**src/rtl/maze_timer_bar.sv**
```systemverilog
// Countdown round timer feeding the renderer's time-bar column; the bar shrinks one block per tick.
// Optional warning blink near expiry is built only when MAZE_TIMER_WARN_EN is defined.
module maze_timer_bar #(
    parameter int unsigned TICK_CYCLES = 25_000_000,
    parameter int unsigned BAR_FULL    = 40,
    parameter int unsigned WARN_BLOCKS = 8
) (
    input  logic       clk,
    input  logic       rst,
    input  logic       i_start,
    input  logic       i_pause,
    input  logic       i_stop,
    output logic [5:0] o_bar_bcol,
    output logic       o_time_up,
    output logic       o_running,
    output logic       o_warn
);

    localparam int unsigned PW = $clog2(TICK_CYCLES);
    localparam logic [PW-1:0] TICK_LAST = PW'(TICK_CYCLES - 1);
    localparam logic [5:0] BAR_RELOAD = 6'(BAR_FULL);

    if (TICK_CYCLES < 2 || (TICK_CYCLES % 2) != 0 || BAR_FULL < 1 || BAR_FULL > 63 ||
        WARN_BLOCKS > 63) begin : g_param_check
        $error("maze_timer_bar: parameter out of range");
    end

    typedef enum logic [2:0] {StIdle, StRun, StPause, StFrozen, StExpired} state_e;

    state_e          state_q;
    logic [5:0]      bar_q;
    logic [PW-1:0]   presc_q;
    logic            running_q;
    logic            time_up_q;

    always_ff @(posedge clk or posedge rst) begin
        if (rst) begin
            state_q   <= StIdle;
            bar_q     <= BAR_RELOAD;
            presc_q   <= '0;
            running_q <= 1'b0;
            time_up_q <= 1'b0;
        end else begin
            // Status flags trail the state register by one cycle.
            running_q <= (state_q == StRun);
            time_up_q <= (state_q == StExpired);
            if (i_start) begin
                state_q <= StRun;
                bar_q   <= BAR_RELOAD;
                presc_q <= '0;
            end else begin
                case (state_q)
                    StRun: begin
                        if (i_stop) begin
                            state_q <= StFrozen;
                        end else if (i_pause) begin
                            state_q <= StPause;
                        end else if (presc_q == TICK_LAST) begin
                            presc_q <= '0;
                            if (bar_q <= 6'd1) begin
                                bar_q   <= 6'd0;
                                state_q <= StExpired;
                            end else begin
                                bar_q <= bar_q - 6'd1;
                            end
                        end else begin
                            presc_q <= presc_q + 1'b1;
                        end
                    end
                    StPause: begin
                        if (i_stop) begin
                            state_q <= StFrozen;
                        end else if (i_pause) begin
                            state_q <= StRun;
                        end
                    end
                    default: ;
                endcase
            end
        end
    end

    assign o_bar_bcol = bar_q;
    assign o_time_up  = time_up_q;
    assign o_running  = running_q;

`ifdef MAZE_TIMER_WARN_EN
    localparam logic [PW-1:0] TICK_HALF  = PW'(TICK_CYCLES / 2 - 1);
    localparam logic [5:0]    WARN_LEVEL = 6'(WARN_BLOCKS);

    logic warn_q;

    always_ff @(posedge clk or posedge rst) begin
        if (rst) begin
            warn_q <= 1'b0;
        end else if (i_start) begin
            warn_q <= 1'b0;
        end else if (state_q == StRun) begin
            // A tick that expires the round clears rather than toggles.
            if (i_stop || (!i_pause && presc_q == TICK_LAST && bar_q <= 6'd1)) begin
                warn_q <= 1'b0;
            end else if (!i_pause && bar_q <= WARN_LEVEL &&
                         (presc_q == TICK_HALF || presc_q == TICK_LAST)) begin
                warn_q <= ~warn_q;
            end
        end else if (state_q != StPause || i_stop) begin
            warn_q <= 1'b0;
        end
    end

    assign o_warn = warn_q;
`else
    assign o_warn = 1'b0;
`endif

endmodule

```
**config.mk**
```make
export PLATFORM = sky130hd
export DESIGN_NAME = maze_timer_bar
export DESIGN_NICKNAME = d
export VERILOG_FILES = /design/src/rtl/maze_timer_bar.sv
export SDC_FILE = /design/constraint.sdc
export NUM_CORES = 1
export LEC_CHECK = 0
export ABC_AREA = 1
export CAP_MARGIN = 20
export CORE_MARGIN = 5
export CORE_UTILIZATION = 55
export CTS_CLUSTER_DIAMETER = 80
export DETAILED_ROUTE_END_ITERATION = 10
export PLACE_DENSITY = 0.72
export SETUP_SLACK_MARGIN = 0.05
export SLEW_MARGIN = 20
export SYNTH_ARGS = -nofsm -noshare
export SYNTH_HDL_FRONTEND = slang
export SYNTH_SLANG_ARGS = --single-unit
```
**constraint.sdc**
```tcl
create_clock -name clk -period 2.5 [get_ports clk]
set_input_delay 0.625 -clock clk [delete_from_list [all_inputs] [get_ports clk]]
set_output_delay 0.625 -clock clk [all_outputs]
set_load 0.02 [all_outputs]
```
==> Implementation_results.wiki <==
{| class="wikitable"
! Metric !! Value
|-
| Status || completed
|-
| Maximum vdd ir drop || 0.312 mV
|-
| Number of cells on the worst reg-to-reg path || 10
|-
| Number of nets in the final layout || approximately 360
|-
| Clock tree root driver cell || clkbuf_8
|-
| Setup WS pre-CTS || approximately 230 ps
|-
| Number of different library cells in the post-synthesis netlist || 33
|-
| Power density over cell area || roughly 550 nW/µm²
|-
| Total overflow reported by the global router || 0
|-
| Die outline height || approximately 75 µm
|-
| Leading cell type in the layout, fill and taps excluded || nand2_1
|-
| Number of iterations in the first detailed-routing pass || 4
|-
| Type of the worst min-delay path || flip-flop to flip-flop
|-
| Clock buffer depth || 2
|-
| Synth-to-Final Area Change || 10.8%
|-
| Stages on worst setup path || 1
|-
| Die boundary width || roughly 75 µm
|-
| Critical Path Slowest Stage Cell || clkdlybuf4s50_1
|-
| Commonest register cell after synthesis || dfrtp_1
|-
| Worst clock skew || 7.17 ps
|-
| Count of maximum capacitance violations || 0
|-
| Post-Route WL || between 4 and 5 mm
|-
| Num CTS Buffers || 5
|-
| Max frequency || about 0.48 GHz
|-
| Setup repair after global routing missed its margin || no
|-
| Summed instance area of the synthesized netlist || approximately 2300 µm²
|-
| Post-layout worst setup margin || around 400 ps
|-
| Aggregate negative setup slack || 0 ps
|-
| Effective utilization at floorplan || 0.574
|-
| Syn nets || between 300 and 400
|-
| Number of clock sinks || 36
|-
| Kind of cell adding the most delay to the critical path || buffers and inverters
|-
| Share of synthesized area occupied by flip-flops and latches || 0.388
|-
| CTS tree || done
|-
| Diodes inserted || 0
|-
| Number of enable-type register cells in the synthesized netlist || 0
|-
| Tot Pwr || 1.43 mW
|-
| Count of antenna-violating nets left after detailed routing || 0
|-
| Post_cts resized || 0
|-
| Cells along the critical path || clkdlybuf4s50_1
|-
| Vias in the first global route || 1,844
|-
| Top Ports || 14
|-
| Worst-case register-to-register setup slack || around 650 ps
|-
| Crit-path max cell delay || ~600 ps
|-
| Startpoint Class || flip-flop
|-
| Fin. Hold Viols || 0
|-
| Iteration-0 DRC count of the detailed router || 189
|-
| Number of standard cells after synthesis || 330
|-
| Setup-violating endpoint count in the final report || 0
|-
| Reported leakage power || roughly 1.2 nW
|-
| Global-route wire length before repair || between 8 and 9 mm
|-
| Number of H-tree levels || 2
|-
| Final Core Density || 0.637
|-
| Required arrival time at the worst endpoint || about 1900 ps
|-
| Max Slew Vio Count || 0
|-
| Mean Syn Cell Area || between 7 and 8 µm²
|-
| Endpoint of the worst register-to-register path || presc_q[13]
|-
| Buffering stage count on the worst path with inverters included || 1
|-
| Category of the critical setup timing path || flip-flop to primary output
|-
| Arrival @ worst endpoint || between 1000 and 1500 ps
|-
| Worst-path clk slew || 70 ps
|-
| Hold Buf Count CTS || 0
|-
| Endpoint of the most critical setup path || o_bar_bcol[3]
|-
| Placer Congestion || between 0.9 and 1
|-
| Clk Latency, worst-skew pair || about 290 ps
|-
| Total routing resource utilization after global routing || 0.202
|-
| Ys async rst share || 1.00
|-
| Critical Path Source || o_bar_bcol[3]
|-
| Post-DP HPWL || 3.65 mm
|-
| Rows || 23
|-
| DRC errors left || 0
|-
| Initial antenna violation count || 0
|-
| Commonest cells after routing, fill and taps aside || nand2_1, nor2_1, inv_1
|-
| Ratio of cells with drive above 1 in the final layout || 0.126
|-
| Number of port buffers || 12
|-
| Share of the clock period used by the worst path after layout || 0.836
|-
| Die area || ~5600 µm²
|-
| Maximum number of pins on one net before global-route repair || 37
|-
| Warnings from Yosys || 0
|-
| Via count of the routed design || 2,038
|-
| Average detailed-routed wire length per instance || between 10 and 15 µm
|-
| Critical Path End Type || primary output
|-
| R2r startpoint || presc_q[0]
|-
| Critical path peak fanout || 4
|-
| #FFs+latches synth || 36
|-
| Shortest period the worst path allows || roughly 2100 ps
|-
| Placeable core region || 4060 µm²
|-
| Post-DR vias/cell || between 5 and 6
|-
| Post-CTS setup buffer count || 0
|}
-- power breakdown --
group | leakage (nW) | switching, mW | internal, mW | total (mW)
Combinational | 0.682 | 0.188 | 0.112 | 0.301
Sequential | 0.488 | 0.0389 | 0.626 | 0.665
Clock | 0.0515 | 0.210 | 0.252 | 0.462
Total | 1.22 | 0.438 | 0.990 | 1.43
-- how the worst min path moves through the flow --
| stage | start | end | depth (start not counted) |
|---|---|---|---|
| after floorplan | state_q[2] | state_q[2] | 2 |
| final | state_q[2] | state_q[2] | 2 |
| after global placement | state_q[2] | state_q[2] | 2 |
| after global routing | state_q[2] | state_q[2] | 2 |
| after detailed placement | state_q[2] | state_q[2] | 2 |
| after CTS | state_q[2] | state_q[2] | 2 |
-- logic make-up after synthesis --
family,Yosys count,synth area share
compound gates,21,0.0510
xor+xnor,9,0.0338
fa+ha+maj,3,0.0161
buf+inv,52,0.0998
flops,36,0.388
other cells,1,0.00161
simple gates,208,0.410
-- per-stage QoR --
step                area [µm²]  cells  hold WS, ps
finish                    2580    398          474
global route              2580    398          520
CTS                       2580    398          478
detailed placement        2480    390          459
global placement          2480    390          462
floorplan                 2330    330          442
-- cell usage after synthesis (2+ instances only) --
cell type | number | area share
nand3_2 | 2 | 0.0086
dfstp_2 | 2 | 0.023
nor3b_1 | 2 | 0.0064
nand3b_1 | 2 | 0.0064
nor2_1 | 49 | 0.079
ha_1 | 3 | 0.016
xor2_1 | 9 | 0.034
dfrtp_1 | 34 | 0.37
a21oi_1 | 6 | 0.013
nand4_1 | 10 | 0.027
nor3_1 | 9 | 0.019
nor2_2 | 8 | 0.021
nand3_1 | 20 | 0.043
buf_4 | 2 | 0.0064
nand2_1 | 88 | 0.14
nor2_4 | 3 | 0.014
inv_1 | 45 | 0.072
nand2_2 | 11 | 0.030
o21ai_0 | 11 | 0.024
-- per-layer routing --
metal | track usage | up-vias | wire length (µm)
met5 | 0 | - | 0
met4 | 0.0613 | 0 | 58
met3 | 0.0441 | 8 | 211
met2 | 0.305 | 52 | 2160
met1 | 0.290 | 922 | 2490
li1 | - | 1056 | -
-- state kept, by name, indices dropped and copies added, names as in the netlist --
name / flops
o_bar_bcol: 6
o_running: 1
state_q: 3
o_time_up: 1
presc_q: 25
-- area by class of cell --
| class | instances | area [µm²] |
|---|---|---|
| Inverter | 46 | 173 |
| Timing Repair Buffer | 16 | 150 |
| Fill cell | 368 | 1470 |
| Multi-Input combinational cell | 242 | 1190 |
| Tap cell | 50 | 62.6 |
| Clock buffer | 8 | 100 |
| Sequential cell | 36 | 903 |
No activity file was read; power rests on OpenSTA's default activity.
